===== src/rtl/dpram_ctrl_pkg.sv =====
// dpram_ctrl_pkg: shared types, defaults and helpers for the dual-port RAM arbiter
package dpram_ctrl_pkg;
    localparam int DEF_NUM_REQ = 4;
    localparam int DEF_ADDR_W  = 8;
    localparam int DEF_DATA_W  = 8;

    typedef enum logic {ST_CLEAR, ST_RUN} ctrl_state_t;
    typedef logic [$clog2(DEF_NUM_REQ)-1:0] req_id_t;

    function automatic int unsigned wrap_inc(input int unsigned v, input int unsigned n);
        return (v + 1) % n;
    endfunction
endpackage


===== src/rtl/rr_pick2.sv =====
// rr_pick2: finds the first two valid requesters scanning cyclically from ptr_i
module rr_pick2 #(
    parameter int NUM_REQ = 4,
    parameter int ID_W    = 2
) (
    input  logic [NUM_REQ-1:0] valid_i,
    input  logic [ID_W-1:0]    ptr_i,
    output logic [ID_W-1:0]    g0_o,
    output logic [ID_W-1:0]    g1_o,
    output logic               found0_o,
    output logic               found1_o
);
    logic [ID_W-1:0] idx;

    always_comb begin
        g0_o = '0;
        g1_o = '0;
        found0_o = 1'b0;
        found1_o = 1'b0;
        idx = '0;
        for (int k = 0; k < NUM_REQ; k++) begin
            idx = ID_W'((int'(ptr_i) + k) % NUM_REQ);
            if (valid_i[idx] && !found0_o) begin
                g0_o = idx;
                found0_o = 1'b1;
            end else if (valid_i[idx] && !found1_o) begin
                g1_o = idx;
                found1_o = 1'b1;
            end
        end
    end
endmodule


===== src/rtl/dpram_arbiter.sv =====
// dpram_arbiter: shares a dual-port RAM between requesters, two grants per cycle,
// with same-address hazard suppression and an optional post-reset zero fill.
module dpram_arbiter
    import dpram_ctrl_pkg::*;
#(
    parameter int NUM_REQ        = DEF_NUM_REQ,
    parameter int ADDR_W         = DEF_ADDR_W,
    parameter int DATA_W         = DEF_DATA_W,
    parameter int DEPTH          = 2 ** ADDR_W,
    parameter bit CLEAR_ON_RESET = 1'b1,
    parameter int CNT_W          = 16
) (
    input  logic                      clk,
    input  logic                      rst,
    input  logic [NUM_REQ-1:0]        req_valid,
    output logic [NUM_REQ-1:0]        req_ready,
    input  logic [NUM_REQ-1:0]        req_we,
    input  logic [NUM_REQ*ADDR_W-1:0] req_addr,
    input  logic [NUM_REQ*DATA_W-1:0] req_wdata,
    output logic [NUM_REQ-1:0]        rsp_valid,
    output logic [NUM_REQ*DATA_W-1:0] rsp_data,
    output logic                      ram_valid_a,
    output logic                      ram_valid_b,
    input  logic                      ram_ready_a,
    input  logic                      ram_ready_b,
    output logic                      ram_we_a,
    output logic                      ram_we_b,
    output logic [ADDR_W-1:0]         ram_addr_a,
    output logic [ADDR_W-1:0]         ram_addr_b,
    output logic [DATA_W-1:0]         ram_data_a,
    output logic [DATA_W-1:0]         ram_data_b,
    input  logic [DATA_W-1:0]         ram_q_a,
    input  logic [DATA_W-1:0]         ram_q_b,
    output logic                      init_done,
    output logic [CNT_W-1:0]          collision_cnt
);
    localparam int ID_W = $clog2(NUM_REQ);

    ctrl_state_t       state_q;
    logic [ADDR_W-1:0] clr_cnt_q;
    logic [ID_W-1:0]   rr_ptr_q, rr_ptr_d, g0, g1, id_a_q, id_b_q;
    logic              found0, found1, init_done_q, rd_a_q, rd_b_q;
    logic [CNT_W-1:0]  collision_q;
    logic              clearing, hazard, issue_a, issue_b, acc_a, acc_b;
    logic [ADDR_W-1:0] addr0, addr1;

    rr_pick2 #(.NUM_REQ(NUM_REQ), .ID_W(ID_W)) u_pick (
        .valid_i (req_valid),
        .ptr_i   (rr_ptr_q),
        .g0_o    (g0),
        .g1_o    (g1),
        .found0_o(found0),
        .found1_o(found1)
    );

    assign clearing = state_q == ST_CLEAR;
    assign addr0    = req_addr[int'(g0)*ADDR_W +: ADDR_W];
    assign addr1    = req_addr[int'(g1)*ADDR_W +: ADDR_W];
    // Port B yields on any same-address pair involving a write; it becomes G0 next cycle.
    assign hazard   = !clearing && found1 && addr0 == addr1 && (req_we[g0] || req_we[g1]);
    assign issue_a  = !clearing && found0;
    assign issue_b  = !clearing && found1 && !hazard;
    assign acc_a    = issue_a && ram_ready_a;
    assign acc_b    = issue_b && ram_ready_b;

    assign ram_valid_a = clearing || issue_a;
    assign ram_we_a    = clearing || (issue_a && req_we[g0]);
    assign ram_addr_a  = clearing ? clr_cnt_q : (issue_a ? addr0 : '0);
    assign ram_data_a  = issue_a ? req_wdata[int'(g0)*DATA_W +: DATA_W] : '0;
    assign ram_valid_b = issue_b;
    assign ram_we_b    = issue_b && req_we[g1];
    assign ram_addr_b  = issue_b ? addr1 : '0;
    assign ram_data_b  = issue_b ? req_wdata[int'(g1)*DATA_W +: DATA_W] : '0;

    assign rr_ptr_d = acc_b ? ID_W'(wrap_inc(32'(g1), NUM_REQ)) :
                      acc_a ? ID_W'(wrap_inc(32'(g0), NUM_REQ)) : rr_ptr_q;

    assign init_done     = init_done_q;
    assign collision_cnt = collision_q;

    for (genvar i = 0; i < NUM_REQ; i++) begin : g_req
        logic hit_a, hit_b;
        assign req_ready[i] = (acc_a && g0 == ID_W'(i)) || (acc_b && g1 == ID_W'(i));
        assign hit_a = rd_a_q && id_a_q == ID_W'(i);
        assign hit_b = rd_b_q && id_b_q == ID_W'(i);
        assign rsp_valid[i] = hit_a || hit_b;
        assign rsp_data[i*DATA_W +: DATA_W] = hit_a ? ram_q_a : (hit_b ? ram_q_b : '0);
    end

    always_ff @(posedge clk) begin
        if (rst) begin
            state_q     <= ST_RUN;
            init_done_q <= 1'b1;
            if (CLEAR_ON_RESET) begin
                state_q     <= ST_CLEAR;
                init_done_q <= 1'b0;
            end
            clr_cnt_q   <= '0;
            rr_ptr_q    <= '0;
            rd_a_q      <= 1'b0;
            rd_b_q      <= 1'b0;
            id_a_q      <= '0;
            id_b_q      <= '0;
            collision_q <= '0;
        end else begin
            if (clearing && ram_ready_a) begin
                clr_cnt_q <= clr_cnt_q + ADDR_W'(1);
                if (clr_cnt_q == ADDR_W'(DEPTH - 1)) begin
                    state_q     <= ST_RUN;
                    init_done_q <= 1'b1;
                end
            end
            rr_ptr_q <= rr_ptr_d;
            rd_a_q   <= acc_a && !req_we[g0];
            rd_b_q   <= acc_b && !req_we[g1];
            id_a_q   <= g0;
            id_b_q   <= g1;
            if (hazard && !(&collision_q))
                collision_q <= collision_q + CNT_W'(1);
        end
    end
endmodule


===== config.mk =====
export PLATFORM = sky130hd
export DESIGN_NAME = dpram_arbiter
export DESIGN_NICKNAME = d
export VERILOG_FILES = /design/src/rtl/dpram_ctrl_pkg.sv /design/src/rtl/rr_pick2.sv /design/src/rtl/dpram_arbiter.sv
export SDC_FILE = /design/constraint.sdc
export NUM_CORES = 1
export LEC_CHECK = 0
export BUFFER_PORTS_ARGS = -buffer_cell sky130_fd_sc_hd__buf_4
export CORE_AREA = 8 8 104 106
export DETAILED_ROUTE_END_ITERATION = 8
export DIE_AREA = 0 0 112 114
export PLACE_DENSITY = 0.71
export SYNTH_ARGS = -nofsm -noshare
export SYNTH_HDL_FRONTEND = slang
export SYNTH_SLANG_ARGS = --single-unit

===== constraint.sdc =====
create_clock -name clk -period 3.4 [get_ports clk]
set_input_delay 0.17 -clock clk [delete_from_list [all_inputs] [get_ports clk]]
set_output_delay 0.17 -clock clk [all_outputs]
set_load 0.01 [all_outputs]

### After elaboration in Yosys (flattened, before gate mapping)

Index checks and enable logic that the tools add are counted.

* bits in registers: 33
* input port bits: 92
* memories: 0
* bits in read-only memories: 0
* bits in writable memories: 0
* output and inout port bits: 93
* logic and storage cells: 152
* latch bits: 0

* shifts and indexed selects: 4
* $add $sub $neg: 7
* reduce and logical (&&, ||, !) cells: 63
* $lt $le $gt $ge: 6
* equal/unequal tests: 14
* bitwise logic cells: 1
* divide/modulo/power cells: 0
* multiplexer cells: 49
* multiply operators: 0

Operator list (count)
* indexed part select 32 x 6 -> 8 bit: 4
* two-way mux 8 bit: 13
* logical AND 1 bit: 35
* two-way mux 2 bit: 13
* less-than comparator 2 x 3 -> 1 bit, second input constant: 6
* two-way mux 1 bit: 17
* adder 16 x 1 -> 16 bit, second input constant: 1
* equality test 2 bit, second input constant: 8
* AND reduction 16 bit: 1
* binary-select mux 1 bit (select 2 bit): 6
* logical OR 1 bit: 11
* logical NOT 1 bit: 10
* adder 8 x 1 -> 8 bit, second input constant: 1
* equality test 2 x 1 -> 1 bit, second input constant: 4
* equality test 8 bit: 1
* equality test 8 bit, second input constant: 1
* logical NOT 2 bit: 4
* adder 2 x 1 -> 2 bit, second input constant: 3
* adder 2 bit, second input constant: 2
* AND reduction 2 bit: 1
* nonzero test 2 bit: 1
* NOT 1 bit: 1

### Logic depth before layout (Yosys ltp)

* depth after elaboration: 25
* gate-level depth with buffers: 15
* mapped depth without buffers: 11

### Modules after synthesis

From an unflattened synthesis, not the netlist that was laid out.

* cells, all modules: 390
* area, all modules: 3412.0 sq um

Modules (own cells, without submodules)
* dpram_arbiter: instances 1, area an instance 3128.0 sq um, seq. area each 660.6 sq um, cells an instance 344
* rr_pick2: instances 1, area an instance 284.0 sq um, seq. area each 0.0 sq um, cells an instance 46

### Worst setup path after synthesis

No wires, ideal clock.

* path type: input to output
* from: input req_valid[3]
* to: output ram_addr_b[6]
* setup slack: 102 ps
* buffers on the path: 2
* stages: 12
* data arrival time: 3128 ps
* required time: 3230 ps
* path through: buf_6 > maj3_2 > a21o_1 > a211oi_4 > mux4_1 > xnor2_1 > nor4b_2 > nand3_1 > nand2_1 > inv_2 > clkbuf_1 > and2_1

* longest elaborated chain between the ends: 23
* elaborated cells on any way between the ends: 55
* classes of those cells: eq/ne (1); shift (2); mux (34); reduce/logical (18)

Ends and longest elaborated chain
* start, declared: RTL line dpram_arbiter.sv:15 `input logic [NUM_REQ-1:0] req_valid,`
* binary-select mux 1 bit (select 2 bit): RTL line rr_pick2.sv:23, rr_pick2.sv:26
* two-way mux 1 bit (implied by the code): RTL line rr_pick2.sv:23, rr_pick2.sv:26
* two-way mux 1 bit: RTL line rr_pick2.sv:23, rr_pick2.sv:26
* two-way mux 1 bit: RTL line rr_pick2.sv:23 `if (valid_i[idx] && !found0_o) begin`
* logical NOT 1 bit: RTL line rr_pick2.sv:26 `end else if (valid_i[idx] && !found1_o) begin`
* logical AND 1 bit: RTL line rr_pick2.sv:26
* two-way mux 1 bit: RTL line rr_pick2.sv:26
* two-way mux 1 bit: RTL line rr_pick2.sv:23
* [... 8 more ...]
* indexed part select 32 x 6 -> 8 bit or binary-select mux 1 bit (select 2 bit) (tied branches): RTL line dpram_arbiter.sv:58, dpram_arbiter.sv:60
* equality test 8 bit or two-way mux 1 bit (tied branches): RTL line dpram_arbiter.sv:60 `assign hazard = !clearing && found1 && addr0 == addr1 && (req_we[g0] || req_we[g1]);`
* logical AND 1 bit or logical OR 1 bit (tied branches): RTL line dpram_arbiter.sv:60
* logical AND 1 bit: RTL line dpram_arbiter.sv:60
* logical NOT 1 bit: RTL line dpram_arbiter.sv:62 `assign issue_b = !clearing && found1 && !hazard;`
* logical AND 1 bit (*): RTL line dpram_arbiter.sv:62
* net ram_valid_b: RTL line dpram_arbiter.sv:23 `output logic ram_valid_b,`
* two-way mux 8 bit (*): RTL line dpram_arbiter.sv:72 `assign ram_addr_b = issue_b ? addr1 : '0;`
* end, declared: RTL line dpram_arbiter.sv:29 `output logic [ADDR_W-1:0] ram_addr_b,`

Mark *: on every way through the listed nets, which the timed path passes. The rest lies on a longest branch. The select of a mux whose other input is x is not followed.

### Worst setup path in the final report

* from: register rr_ptr_q[0]
* to: output ram_addr_b[2]

* longest elaborated chain between the ends: 23
* elaborated cells on any way between the ends: 58
* classes of those cells: add/sub (3); eq/ne (1); shift (2); mux (34); reduce/logical (18)

Ends and longest elaborated chain
* start, declared: RTL line dpram_arbiter.sv:41 `logic [ID_W-1:0] rr_ptr_q, rr_ptr_d, g0, g1, id_a_q, id_b_q;`
* start signal, assigned: RTL line dpram_arbiter.sv:113 `rr_ptr_q <= rr_ptr_d;`
* binary-select mux 1 bit (select 2 bit): RTL line rr_pick2.sv:23, rr_pick2.sv:26
* two-way mux 1 bit (implied by the code): RTL line rr_pick2.sv:23, rr_pick2.sv:26
* two-way mux 1 bit: RTL line rr_pick2.sv:23, rr_pick2.sv:26
* two-way mux 1 bit: RTL line rr_pick2.sv:23
* logical NOT 1 bit: RTL line rr_pick2.sv:26
* logical AND 1 bit: RTL line rr_pick2.sv:26
* two-way mux 1 bit: RTL line rr_pick2.sv:26
* two-way mux 1 bit: RTL line rr_pick2.sv:23
* [... 7 more ...]
* two-way mux 2 bit: RTL line rr_pick2.sv:23
* indexed part select 32 x 6 -> 8 bit or binary-select mux 1 bit (select 2 bit) (tied branches): RTL line dpram_arbiter.sv:58, dpram_arbiter.sv:60
* equality test 8 bit or two-way mux 1 bit (tied branches): RTL line dpram_arbiter.sv:60
* logical AND 1 bit or logical OR 1 bit (tied branches): RTL line dpram_arbiter.sv:60
* logical AND 1 bit: RTL line dpram_arbiter.sv:60
* logical NOT 1 bit: RTL line dpram_arbiter.sv:62
* logical AND 1 bit: RTL line dpram_arbiter.sv:62
* two-way mux 8 bit (*): RTL line dpram_arbiter.sv:72

Mark *: on every way between the ends. The rest lies on a longest branch, timed or not. The select of a mux whose other input is x is not followed.

==> flow_summary.ini <==
[outcome]
status = finished clean

[detailed_routing]
wirelength_mm = 13.6
drt_first_pass_iters = 4
vias_per_cell = 5.66
postRouteAntennaNets = 0
route.detailed.drc = 0
routedWlPerCell_um = 18.8
num_vias = 4112
drtIter0Drc = 291

[clocking]
cts_max_path_buffers = 2
cts_tree = yes
clkLatencyLatePin_ns = 0.28
htree_levels = 2
cts_num_sinks = 33
clk_pin_slew_ns = 0.07
root_buffer = clkbuf_8
cts-buffers-inserted = 5

[synthesis]
synth_xor_area_frac = 0.0410
synth_most_common_cell = dfxtp_1
synth_cell_type_count = 59
synth_mux_area_frac = 0.265
synth-compound-area-share = 0.210
synthSimpleGateAreaFrac = 0.230
yosysWarnings = 0
synthAdderAreaFrac = 0.0101
synth_top_family_by_area = multiplexers
synthesis.nets = 516
synth_top_cell_area_share = 0.183
synth-seq-cells = 33
ys_seq_area_frac = 0.183
synth_edf_count = 0
netlist_instances = 422
yosys-top-cells-area = dfxtp_1 (18%), mux4_2 (9.4%), mux2i_1 (8.6%), a22o_1 (7.8%), mux4_1 (4.4%)
async_flop_share = 0
syn_area_mm2 = 0.00360
synth_common_cells = dfxtp_1 (33), a22o_1 (32), nor2_1 (32)
yosys.area.top_type = dfxtp_1
synthFlopType = dfxtp_1
syn-mean-instance-area_um2 = 8.53

[critical_path]
start_kind = register
worst-setup-path-type = reg -> out
path_max_fanout = 15
crit_required_ns = 3.23
endpoint_kind = output port
crit_arrival_ns = 3.12

[finish]
postLayoutCellArea_mm2 = 0.00543
drive_above_1_share = 0.450
fin_nets = 709
fin_util = 0.596
area_growth_pct = 50.8
antennaDiodeCount = 0

[timing]
fmax_mhz = 304
layout_min_cycle_time_ns = 3.29
clock-skew-final_ns = 0.00757
rsz0062_at_grt = yes
finalCritPeriodShare = 0.968
final_hold_viol_count = 0
slew_viol_final = 0
final-setup-viol-count = 0
max_slew_margin = 0.252
tightest_slew_ns = 1.11

[place]
placed_area_mm2 = 0.00521
dpl.hpwl_mm = 11.0
place.port_buffers = 184
routabilityCongestion = 0.810

[global_routing]
grt_pass1_vias = 3906
gr-total-overflow = 0
grt_max_degree = 36
antenna_found_initial = 0
gr-usage-all-layers = 0.196
grt_pass1_wl_mm = 20.9

[worst_hold_path]
hold_class = in -> reg

[die]
rows = 35
core_mm2 = 0.00911
die_w_um = 112
chipHeight_um = 114
die_area_mm2 = 0.0128
initial_core_util = 0.395
ios = 185

[pwr]
p_leak_uw = 0.00248
powerDensity_mw_per_mm2 = 207
peakVddDrop_mv = 0.191

[run]
max_cap_violations = 0
## sequential cells by signal, summed over array words and instances, names as in the netlist
name,cells
collision_cnt,16
rr_ptr_q,2
id_a_q,2
id_b_q,2
init_done,1
rd_a_q,1
clr_cnt_q,8
rd_b_q,1
## cell usage in the layout, fill, tap and decap left out, types with 4 or more instances in the layout
master / instances
nor2b_1: 7
buf_12: 4
buf_4: 209
or3_1: 13
and2_1: 23
o21ai_0: 22
nor2_1: 32
mux4_2: 17
xnor2_1: 10
nand2b_1: 7
nand4_1: 5
a22o_1: 32
clkbuf_8: 5
inv_1: 16
o22ai_1: 8
nor3b_1: 4
dfxtp_1: 31
nand3_1: 13
and3_1: 5
mux4_1: 4
a21oi_1: 25
mux2_2: 12
nand2_1: 21
mux2i_1: 31
## power breakdown
part	switching, µW	total, µW	internal [µW]
Clock	137	279	142
Combinational	198	448	250
Sequential	5.28	396	391
## stage by stage
stage	std cells	worst slack (ns)	hold WS [ns]	TNS, ns	power (µW)
after detailed placement	712	-0.0520	0.480	-0.0638	815
after CTS	722	0.00474	0.257	0	1100
final	727	0.110	0.270	0	1120
after global routing	727	-0.0517	0.259	-0.427	1180
after floorplan	422	0.102	0.377	0	642
after global placement	712	0.0265	0.473	0	803
## path summary, 6_finish.rpt
| check | from | end | slack [ns] | cells past startpoint |
|---|---|---|---|---|
| setup reg to reg | rr_ptr_q[0] | collision_cnt[4] | 0.19 | 12 |
| hold / removal | ram_ready_a | rd_a_q | 0.27 | 3 |
| hold reg to reg | clr_cnt_q[7] | clr_cnt_q[7] | 0.48 | 2 |
| setup / recovery | rr_ptr_q[0] | ram_addr_b[2] | 0.11 | 12 |
## layer usage
metal  part of all wire  routed length (µm)  global-route usage
met3              0.079                1080              0.0497
met1               0.42                5720               0.237
met5                  0                   0                   0
met4             0.0051                  70              0.0297
met2               0.50                6780               0.350
## logic make-up (layout without fill, tap and decap cells)
kind of cell / count (synthesis) / count (layout)
buffers and inverters: 46 / 240
AO/OA/AOI/OAI: 110 / 110
flip-flops: 33 / 33
multiplexers: 65 / 65
XOR/XNOR: 16 / 16
AND/OR/NAND/NOR: 149 / 149
adder cells (fa/ha/maj): 3 / 3
## final cells by class
cell class,count,area [µm²]
fillers,833,3680
multi-input cells,343,2810
repair buffers,214,1660
flip-flops and latches,33,666
well taps,111,139
clock buffers,6,72.6
inverters,18,72.6
clock inverters,2,10.0
## repair_timing
item	CTS	global route
endpoints found under the hold margin	0	0
setup endpoints to repair	22	23
pin swaps	4	9
hold buffers	0	0
gates resized for setup	9	12
buffers inserted	2	5
## worst max-delay path, stage by stage, from the launching register on
cell and delay [ns]:
dfxtp_4 0.37, o21ai_0 0.08, a21o_1 0.18, a211oi_4 0.26, buf_12 0.18, mux4_1 0.62, xnor2_2 0.19, nor4b_4 0.30
nand3_2 0.13, nand2_2 0.13, inv_6 0.07, and2_1 0.17, buf_4 0.14
Power figures use the tool's default switching activity.
